$ cat src/rtl/dmx_tx_sequencer_pkg.sv
`timescale 1ns/1ps
// Shared state encoding, frame constants and slot-count helper for the DMX512 transmit sequencer.
package dmx_tx_sequencer_pkg;

    typedef enum logic [1:0] {
        IDLE  = 2'd0,
        BREAK = 2'd1,
        MAB   = 2'd2,
        SLOT  = 2'd3
    } state_t;

    localparam int DMX_BITS_PER_SLOT = 11;
    localparam int DMX_MAX_SLOTS     = 512;
    localparam int DMX_ADDR_W        = 9;
    localparam int DMX_SLOT_W        = 10;

    // Bit positions inside a slot: 0 = start, 1..8 = data LSB first, 9/10 = stop bits.
    localparam int DMX_STOP1_BIT = 9;
    localparam int DMX_STOP2_BIT = 10;

    function automatic logic [DMX_SLOT_W-1:0] clamp_slots(
        input logic [DMX_SLOT_W-1:0] req,
        input logic [DMX_SLOT_W-1:0] limit
    );
        if (req == '0) begin
            return DMX_SLOT_W'(1);
        end
        if (req > limit) begin
            return limit;
        end
        return req;
    endfunction

endpackage

$ cat src/rtl/dmx_tx_sequencer_delay_line.sv
`timescale 1ns/1ps
// Parameterized shift-register delay line; output follows input NDELAY clock cycles later.
module dmx_tx_sequencer_delay_line #(
    parameter int NDELAY = 2,
    parameter int WIDTH  = 1
) (
    input  logic             clk,
    input  logic             reset_n,
    input  logic [WIDTH-1:0] din,
    output logic [WIDTH-1:0] dout
);

    logic [WIDTH-1:0] stage_q [NDELAY];

    // NOTE: every stage is reset so no stale strobe can fire a load after reset releases.
    always_ff @(posedge clk or negedge reset_n) begin
        if (!reset_n) begin
            for (int i = 0; i < NDELAY; i++) begin
                stage_q[i] <= '0;
            end
        end else begin
            stage_q[0] <= din;
            for (int i = 1; i < NDELAY; i++) begin
                stage_q[i] <= stage_q[i-1];
            end
        end
    end

    assign dout = stage_q[NDELAY-1];

endmodule

$ cat src/rtl/dmx_tx_sequencer.sv
`timescale 1ns/1ps
// DMX512 frame scheduler: break, MAB, start code and channel slots fetched from the channel RAM.
// Optional per-frame slot limit input enabled by defining DMX_SLOT_LIMIT_EN.
module dmx_tx_sequencer
    import dmx_tx_sequencer_pkg::*;
#(
    parameter int CLKS_PER_BIT = 108,
    parameter int BREAK_BITS   = 23,
    parameter int MAB_BITS     = 3,
    parameter int NUM_SLOTS    = 512,
    parameter int RAM_LATENCY  = 2
) (
    input  logic                  clk,
    input  logic                  reset_n,
    input  logic                  enable,
    input  logic [7:0]            start_code,
`ifdef DMX_SLOT_LIMIT_EN
    input  logic [9:0]            num_slots,
`endif
    output logic [DMX_ADDR_W-1:0] rd_addr,
    output logic                  rd_en,
    input  logic [7:0]            rd_data,
    output logic                  dmx_tx,
    output logic                  busy,
    output logic                  frame_done
);

    localparam int MAX_BITS_A = (BREAK_BITS > MAB_BITS) ? BREAK_BITS : MAB_BITS;
    localparam int MAX_BITS   = (MAX_BITS_A > DMX_BITS_PER_SLOT) ? MAX_BITS_A : DMX_BITS_PER_SLOT;
    localparam int BIT_W      = $clog2(MAX_BITS);
    localparam int CLK_W      = (CLKS_PER_BIT > 2) ? $clog2(CLKS_PER_BIT) : 1;

    localparam logic [CLK_W-1:0]      CLK_LAST   = CLK_W'(CLKS_PER_BIT - 1);
    localparam logic [BIT_W-1:0]      BREAK_LAST = BIT_W'(BREAK_BITS - 1);
    localparam logic [BIT_W-1:0]      MAB_LAST   = BIT_W'(MAB_BITS - 1);
    localparam logic [BIT_W-1:0]      STOP1      = BIT_W'(DMX_STOP1_BIT);
    localparam logic [BIT_W-1:0]      STOP2      = BIT_W'(DMX_STOP2_BIT);
    localparam logic [DMX_SLOT_W-1:0] SLOT_MAX   = DMX_SLOT_W'(NUM_SLOTS);

    state_t                  state_q, state_n;
    logic [CLK_W-1:0]        clk_q, clk_n;
    logic [BIT_W-1:0]        bit_q, bit_n;
    logic [DMX_SLOT_W-1:0]   slot_q, slot_n;
    logic [DMX_SLOT_W-1:0]   last_q, last_n;
    logic [7:0]              shift_q, shift_n;
    logic [7:0]              hold_q;
    logic                    bit_tick;
    logic                    tx_n;
    logic                    done_n;
    logic                    rd_en_n;
    logic                    load;
    logic [2:0]              data_idx;

    assign bit_tick = (clk_q == CLK_LAST);

    // NOTE: every signal driven here gets a default first, so no path can infer a latch.
    always_comb begin
        state_n = state_q;
        clk_n   = clk_q;
        bit_n   = bit_q;
        slot_n  = slot_q;
        last_n  = last_q;
        shift_n = shift_q;

        unique case (state_q)
            IDLE: begin
                if (enable) begin
                    state_n = BREAK;
                    clk_n   = '0;
                    bit_n   = '0;
                    slot_n  = '0;
                end
            end

            BREAK: begin
                if (!bit_tick) begin
                    clk_n = clk_q + CLK_W'(1);
                end else begin
                    clk_n = '0;
                    if (bit_q == BREAK_LAST) begin
                        state_n = MAB;
                        bit_n   = '0;
                        shift_n = start_code;
`ifdef DMX_SLOT_LIMIT_EN
                        last_n  = clamp_slots(num_slots, SLOT_MAX);
`else
                        last_n  = SLOT_MAX;
`endif
                    end else begin
                        bit_n = bit_q + BIT_W'(1);
                    end
                end
            end

            MAB: begin
                if (!bit_tick) begin
                    clk_n = clk_q + CLK_W'(1);
                end else begin
                    clk_n = '0;
                    if (bit_q == MAB_LAST) begin
                        state_n = SLOT;
                        bit_n   = '0;
                        slot_n  = '0;
                    end else begin
                        bit_n = bit_q + BIT_W'(1);
                    end
                end
            end

            SLOT: begin
                if (!bit_tick) begin
                    clk_n = clk_q + CLK_W'(1);
                end else begin
                    clk_n = '0;
                    if (bit_q != STOP2) begin
                        bit_n = bit_q + BIT_W'(1);
                    end else if (slot_q == last_q) begin
                        // Enable is sampled only here, so a late rise still chains the next frame.
                        state_n = enable ? BREAK : IDLE;
                        bit_n   = '0;
                        slot_n  = '0;
                    end else begin
                        bit_n   = '0;
                        slot_n  = slot_q + DMX_SLOT_W'(1);
                        shift_n = hold_q;
                    end
                end
            end

            default: begin
                state_n = IDLE;
            end
        endcase
    end

    // Line level, strobes and done pulse are all derived from next-state values and then registered.
    assign data_idx = 3'(bit_n - BIT_W'(1));

    always_comb begin
        tx_n = 1'b1;
        unique case (state_n)
            BREAK:   tx_n = 1'b0;
            SLOT: begin
                if (bit_n == '0) begin
                    tx_n = 1'b0;
                end else if (bit_n < STOP1) begin
                    tx_n = shift_n[data_idx];
                end else begin
                    tx_n = 1'b1;
                end
            end
            default: tx_n = 1'b1;
        endcase
    end

    assign rd_en_n = (state_n == SLOT) && (bit_n == STOP1) && (clk_n == '0) && (slot_n < last_n);
    assign done_n  = (state_n == SLOT) && (bit_n == STOP2) && (clk_n == CLK_LAST)
                     && (slot_n == last_n);

    // NOTE: sequential state uses non-blocking assignments so all registers update from the same snapshot.
    always_ff @(posedge clk or negedge reset_n) begin
        if (!reset_n) begin
            state_q    <= IDLE;
            clk_q      <= '0;
            bit_q      <= '0;
            slot_q     <= '0;
            last_q     <= '0;
            shift_q    <= '0;
            dmx_tx     <= 1'b1;
            busy       <= 1'b0;
            frame_done <= 1'b0;
            rd_en      <= 1'b0;
            rd_addr    <= '0;
        end else begin
            state_q    <= state_n;
            clk_q      <= clk_n;
            bit_q      <= bit_n;
            slot_q     <= slot_n;
            last_q     <= last_n;
            shift_q    <= shift_n;
            dmx_tx     <= tx_n;
            busy       <= (state_n != IDLE);
            frame_done <= done_n;
            rd_en      <= rd_en_n;
            if (rd_en_n) begin
                rd_addr <= slot_n[DMX_ADDR_W-1:0];
            end
        end
    end

    // The read strobe is delayed by the RAM latency so the load lands on the cycle rd_data is valid.
    dmx_tx_sequencer_delay_line #(
        .NDELAY (RAM_LATENCY),
        .WIDTH  (1)
    ) u_rd_align (
        .clk     (clk),
        .reset_n (reset_n),
        .din     (rd_en),
        .dout    (load)
    );

    always_ff @(posedge clk or negedge reset_n) begin
        if (!reset_n) begin
            hold_q <= '0;
        end else if (load) begin
            hold_q <= rd_data;
        end
    end

endmodule

$ cat config.mk
export PLATFORM = sky130hd
export DESIGN_NAME = dmx_tx_sequencer
export DESIGN_NICKNAME = d
export VERILOG_FILES = /design/src/rtl/dmx_tx_sequencer_pkg.sv /design/src/rtl/dmx_tx_sequencer_delay_line.sv /design/src/rtl/dmx_tx_sequencer.sv
export SDC_FILE = /design/constraint.sdc
export NUM_CORES = 1
export LEC_CHECK = 0
export ABC_AREA = 1
export CORE_AREA = 3 3 95 75
export DETAILED_ROUTE_END_ITERATION = 12
export DIE_AREA = 0 0 98 78
export PLACE_DENSITY = 0.83
export SLEW_MARGIN = 20
export SYNTH_ARGS = -nofsm -noshare
export SYNTH_HDL_FRONTEND = slang
export SYNTH_SLANG_ARGS = --single-unit
$ cat constraint.sdc
create_clock -name clk -period 5.6 [get_ports clk]
set_input_delay 1.12 -clock clk [delete_from_list [all_inputs] [get_ports clk]]
set_output_delay 1.12 -clock clk [all_outputs]
set_load 0.005 [all_outputs]
* Word level (Yosys, flattened, before mapping)
Index checks and enable logic that the tools add are counted.
** Storage, ports and cells
- Register bits after elaboration :: 65
- Output and inout bits :: 13
** Operators by class
- $add $sub $neg :: 4
- Magnitude comparators :: 3
- Equality and inequality tests :: 14
- Mux-type cells :: 42
- Reduce and logical (&&, ||, !) cells :: 11
** Operators by type and width (number)
- $mux W10 :: 9
- $mux W8 :: 5
- $mux W5 :: 7
- $pmux W10 S3 :: 1
- $eq A10 B10 Y1 :: 2
- $pmux W5 S4 :: 1
- $mux W2 :: 8
- $pmux W8 S2 :: 1
- $eq A7 B7 Y1 const B :: 2
- $mux W7 :: 2
- $pmux W7 S2 :: 1
- $add A10 B1 Y10 const B :: 1
- $eq A5 B4 Y1 const B :: 2
- $lt A10 B10 Y1 :: 1
- $pmux W2 S4 :: 1
- $add A7 B1 Y7 const B :: 1
- $logic_not A7 Y1 :: 1
- $eq A2 B2 Y1 const B :: 3
- $logic_and A1 B1 Y1 :: 6
- $add A5 B1 Y5 const B :: 1
- $eq A5 B2 Y1 const B :: 1
- $eq A5 B5 Y1 const B :: 1
- $logic_not A5 Y1 :: 1
- $lt A5 B4 Y1 const B :: 1
- other kinds (10) :: 14

* Depth between registers and ports, before layout
- Word-level depth :: 10
- Depth in mapped cells :: 22
- Depth with buffers taken out :: 22

* Cells and area by module
A second synthesis with hierarchy kept.
** Second synthesis, totals
- Cells, all modules :: 509
- Area total of the unflattened synthesis :: 3877.5 um^2
** By module, submodules not included
- dmx_tx_sequencer :: instances 1, cells each 507, area each 3827.4 um^2, sequential area each 1577.8 um^2
- dmx_tx_sequencer_delay_line :: instances 1, cells each 2, area each 50.0 um^2, sequential area each 50.0 um^2

* Least setup slack after synthesis
Ideal clock, no wire load.
- Path type :: register to register
- Start point :: register bit_q[0]
- End point :: register rd_addr[0]
- Library setup time :: 121 ps
- Arrival time :: 3044 ps
- Data required time :: 5479 ps
- Slack :: 2435 ps
- Stages on the path, launching flop included :: 23
- Path buffers :: 1
- Path through :: dfrtp_1 > inv_1 > ha_1 > nand3_1 > nor2_2 > inv_1 > nor3_1 > inv_1 > nor2_1 > xor2_1 > o21ai_0 > nand2_1 > a22oi_1 > inv_1 > ha_1 > a211o_1 > nor3_1 > nand3_1 > nor3_2 > nand3_2 > buf_4 > nand2_1 > o21ai_1
** On the way
- Elaborated cells between the ends (all ways) :: 33
** RTL lines
- start: declaration :: RTL line dmx_tx_sequencer.sv:42 : logic [BIT_W-1:0] bit_q, bit_n;
- start signal: assignment :: RTL line dmx_tx_sequencer.sv:177 : bit_q <= bit_n;
- $ne A5 B4 Y1 / $eq A5 B2 Y1 (equally long branches) :: RTL line dmx_tx_sequencer.sv:115, dmx_tx_sequencer.sv:100
- $mux W10 (on tied branches) :: RTL line dmx_tx_sequencer.sv:115, dmx_tx_sequencer.sv:100
- $mux W10 (on tied branches) :: RTL line dmx_tx_sequencer.sv:111, dmx_tx_sequencer.sv:96
- $pmux W10 S3 * :: RTL line dmx_tx_sequencer.sv:65 : unique case (state_q)
- named net slot_n[8] :: RTL line dmx_tx_sequencer.sv:43 : logic [DMX_SLOT_W-1:0] slot_q, slot_n;
- $lt A10 B10 Y1 * :: RTL line dmx_tx_sequencer.sv:156 : assign rd_en_n = (state_n == SLOT) && (bit_n == STOP1) && (clk_n == '0) && (slot_n < last_n);
- $logic_and A1 B1 Y1 * :: RTL line dmx_tx_sequencer.sv:156
- end signal: assignment :: RTL line dmx_tx_sequencer.sv:186 : rd_addr <= slot_n[DMX_ADDR_W-1:0];
- end: declaration :: RTL line dmx_tx_sequencer.sv:20 : output logic [DMX_ADDR_W-1:0] rd_addr,
Mark *: on every way through the listed nets, which the timed path passes. The rest lies on a longest branch.
A chain may end at the register's enable or synchronous reset.

* Worst setup path after layout
- Start point :: register clk_q[0]
- End point :: register rd_addr[6]
** On the way
- Elaborated cells between the ends (all ways) :: 25
** RTL lines
- start: declaration :: RTL line dmx_tx_sequencer.sv:41 : logic [CLK_W-1:0] clk_q, clk_n;
- start signal: assignment :: RTL line dmx_tx_sequencer.sv:176 : clk_q <= clk_n;
- $eq A7 B7 Y1 * :: RTL line dmx_tx_sequencer.sv:54 : assign bit_tick = (clk_q == CLK_LAST);
- $mux W10 (on tied branches) :: RTL line dmx_tx_sequencer.sv:111, dmx_tx_sequencer.sv:96
- $pmux W10 S3 * :: RTL line dmx_tx_sequencer.sv:65
- named net slot_n[0] :: RTL line dmx_tx_sequencer.sv:43
- $lt A10 B10 Y1 * :: RTL line dmx_tx_sequencer.sv:156
- $logic_and A1 B1 Y1 * :: RTL line dmx_tx_sequencer.sv:156
- named net rd_en_n :: RTL line dmx_tx_sequencer.sv:50 : logic rd_en_n;
Marks and branches as above.

==> flow_summary_export.csv <==
group,metric,value,unit
grt,grt_pass1_vias,3633,
grt,grt_pass1_wl,17400,um
final_layout,nets,600,
detailed_routing,drt_iter0_drc,372,
yosys,synth_area,3910,um2
timing,setup_violations,0,
clocking,clock_sinks,65,
yosys,yosys-top-cells-area,"dfrtp_1, nand2_1, nand3_1",
clocking,htree_levels,3,
yosys,ys.flop_type,"dfrtp_1",
detailed_routing,firstDrtPassIters,5,
worst_setup_path,worst-setup-path-type,"flop to flop",
yosys,synth_top_area_frac,0.410,
placed_design,dpl.cell_count,633,
run,drv_cap,0,
grt,overflow,0,
detailed_routing,ant_nets,0,
yosys,synth_area_per_cell,7.41,um2
timing,slew_viol_final,0,
clocking,cts_resized,0,
placed_design,port_buffers,31,
grt,grtUsageTotal,0.285,
floorplan,start_util,0.628,
placed_design,gp_congestion,0.936,
timing,finalWorstPathRequiredPeriod,4.05,ns
final_layout,layout.cells.non_filler,649,
timing,fin_ws,1.55,ns
placed_design,preCtsSetupSlack,1.39,ns
final_layout,drive_gt1_frac,0.0933,
timing,tightest_slew,0.830,ns
detailed_routing,route.detailed.drc,0,
worst_setup_path,slowest_delay,0.57,ns
power,power.total,0.993,mW
floorplan,rows,25,
detailed_routing,routedWlPerCell,15.7,um
clocking,root_buffer,"clkbuf_8",
worst_setup_path,crit_required,5.85,ns
worst_setup_path,end_kind,"flop",
yosys,yosysTopAreaCell,"dfrtp_1",
yosys,ys_seq_area_frac,0.416,
power,power.density,219,nW/um2
floorplan,die_h,78,um
timing,finalHoldViolCount,0,
worst_setup_path,worstPathArrival,4.31,ns
detailed_routing,routed_wl,10200,um
grt,grt_max_degree,66,
status,run_status,"finished clean",
yosys,synth_nets,565,
worst_setup_path,reg2reg_depth,20,
final_layout,diodes,0,
yosys,synth_edf_count,0,
clocking,post_cts_buffers,0,
clocking,cts_buffers,9,
floorplan,ioPinCount,32,
detailed_routing,top_layer,"met4",
clocking,cts.reportedPaths.clkPinSlew,0.08,ns
detailed_routing,num_vias,3714,
floorplan,core_area,6220,um2
worst_setup_path,slowest_stage,"nor3_2",
yosys,ys_seq_elements,65,
worst_setup_path,crit_fanout,20,
clocking,holdBufCountCts,0,
timing,setup_tns,0,ns
clocking,clock_path_buffers,2,
hold_path,min_path_cells,0,
detailed_routing,wl_met3,839,um
worst_setup_path,worstPathCellList,"ha_1 > nand3_1 > nor2_1 > buf_4 > inv_2 > nor3_2 > nand3_1 > o21ai_0 > inv_1 > ha_1 > inv_1 > a21oi_1 > o21ai_0 > a31oi_1 > o21ai_0 > nand3_1 > nand3_2 > inv_2 > nand2_1 > nand2_1",
timing,slew_headroom,0.447,
yosys,synth_cell_types,44,
clocking,clock_latency,0.36,ns
timing,finClkSkew,0.00864,ns
power,cellLeakagePower,2.23,nW
floorplan,die_area,7640,um2
hold_path,hold_class,"flop to flop",
floorplan,die_x,98,um
timing,fin_crit_sh,0.724,
timing,rsz0062_at_grt,"false",
worst_setup_path,crit_path_start_kind,"flop",
detailed_routing,dr_wl_met2,4480,um
power,ir_worst_vdd,0.000164,V
placed_design,hpwl,7410,um
grt,antenna_found_initial,0,
yosys,netlist_instances,528,
final_layout,area_growth,16.0,%
clocking,cts_tree,"yes",
detailed_routing,met1Wirelength,4690,um
yosys,ys_async_sr_fraction,1.00,
detailed_routing,drt-vias-per-instance,5.72,
timing,max_freq,247,MHz
yosys,ys_warn_count,0,
-- layout by cell type, fill, tap and decap left out, types with 2 or more instances in the layout --
master / synthesis / final
a21oi_1: 10 / 10
a22oi_1: 8 / 8
a31oi_1: 2 / 2
buf_4: 2 / 2
bufinv_16: 0 / 3
clkbuf_8: 0 / 9
clkdlybuf4s50_1: 0 / 30
clkinv_4: 0 / 2
dfrtp_1: 64 / 64
ha_1: 18 / 18
inv_1: 70 / 70
inv_2: 21 / 21
inv_6: 0 / 2
nand2_1: 143 / 143
nand2_2: 2 / 2
nand3_1: 63 / 63
nand4_1: 7 / 7
nor2_1: 26 / 26
nor2_2: 2 / 2
nor3_1: 8 / 8
nor3_2: 2 / 2
o211ai_1: 2 / 2
o21ai_0: 27 / 27
o21ai_1: 9 / 9
o221ai_1: 2 / 2
o22ai_1: 5 / 5
or2_2: 2 / 2
xor2_1: 8 / 8
-- flip-flops by register name (all words and copies together), names as in the netlist, 2 cells and up --
register,cells
last_q,10
slot_q,10
rd_addr,9
hold_q,8
shift_q,8
clk_q,7
bit_q,5
state_q,2
-- final cells by class --
type | instances | area, um2
multi-input cells | 362 | 1890
fillers | 503 | 1690
flip-flops and latches | 65 | 1630
inverters | 92 | 345
repair buffers | 33 | 320
clock inverters | 7 | 125
clock buffers | 9 | 124
well taps | 81 | 101
-- worst max-delay path: cells and delay by family (launching register included) --
kind | cells | cell delay (ns)
and+or+nand+nor | 8 | 1.50
AOI/OAI and AO/OA | 5 | 0.90
buffers and inverters | 5 | 0.67
adders and majority gates | 2 | 0.44
DFF | 1 | 0.41
-- metrics by stage --
| step | instance area [um2] | utilization | hold slack, ns |
|---|---|---|---|
| after floorplan | 3910 | - | 0.331 |
| after global placement | 4290 | 0.689 | 0.335 |
| after detailed placement | 4290 | 0.689 | 0.339 |
| after CTS | 4540 | 0.729 | 0.366 |
| after global routing | 4540 | 0.729 | 0.382 |
| final | 4540 | 0.729 | 0.361 |
-- synthesized netlist by cell type (2+ instances only) --
library cell    n
a22oi_1         8
clkbuf_1        3
or2_2           2
o21ai_1         9
nor2_2          2
inv_2          21
a21oi_1        10
nor3_2          2
nand2_1       143
nor2_1         26
buf_4           2
nor3_1          8
dfrtp_1        64
nand4_1         7
o221ai_1        2
inv_1          70
buf_2           3
a31oi_1         2
o22ai_1         5
ha_1           18
o21ai_0        27
xor2_1          8
nand2_2         2
nand3_1        63
o211ai_1        2
-- report_power, final --
| part | internal (mW) | total (mW) | switching, mW |
|---|---|---|---|
| Clock | 0.300 | 0.502 | 0.202 |
| Sequential | 0.469 | 0.469 | 0 |
| Combinational | 0.0110 | 0.0223 | 0.0112 |
| Total | 0.780 | 0.993 | 0.213 |
-- final timing paths --
kind / slack, ns / start / to
max: 1.55 / clk_q[0]$_DFF_PN0_ / rd_addr[6]$_DFFE_PN0P_
min: 0.36 / u_rd_align.stage_q[1]$_DFF_PN0_ / u_rd_align.dout$_DFF_PN0_
max reg2reg: 1.55 / clk_q[0]$_DFF_PN0_ / rd_addr[6]$_DFFE_PN0P_
min reg2reg: 0.36 / u_rd_align.stage_q[1]$_DFF_PN0_ / u_rd_align.dout$_DFF_PN0_
max in group asynchronous: 4.11 / reset_n / bit_q[0]$_DFF_PN0_
min in group asynchronous: 0.93 / reset_n / shift_q[1]$_DFF_PN0_
-- layer usage --
layer  track usage  up-vias
met5             0        -
met4        0.0899        0
met3        0.0800       18
met2         0.438      176
met1         0.393     1734
li1              -     1786
-- kinds of logic after synthesis --
family / count (synthesis) / share of synthesized area
buffers and inverters: 101 / 0.0998
DFF: 65 / 0.416
and+or+nand+nor: 262 / 0.296
xor gates and xnor gates: 9 / 0.0202
adders and majority gates: 18 / 0.0576
AOI/OAI and AO/OA: 73 / 0.110
Power figures use the tool's default switching activity.
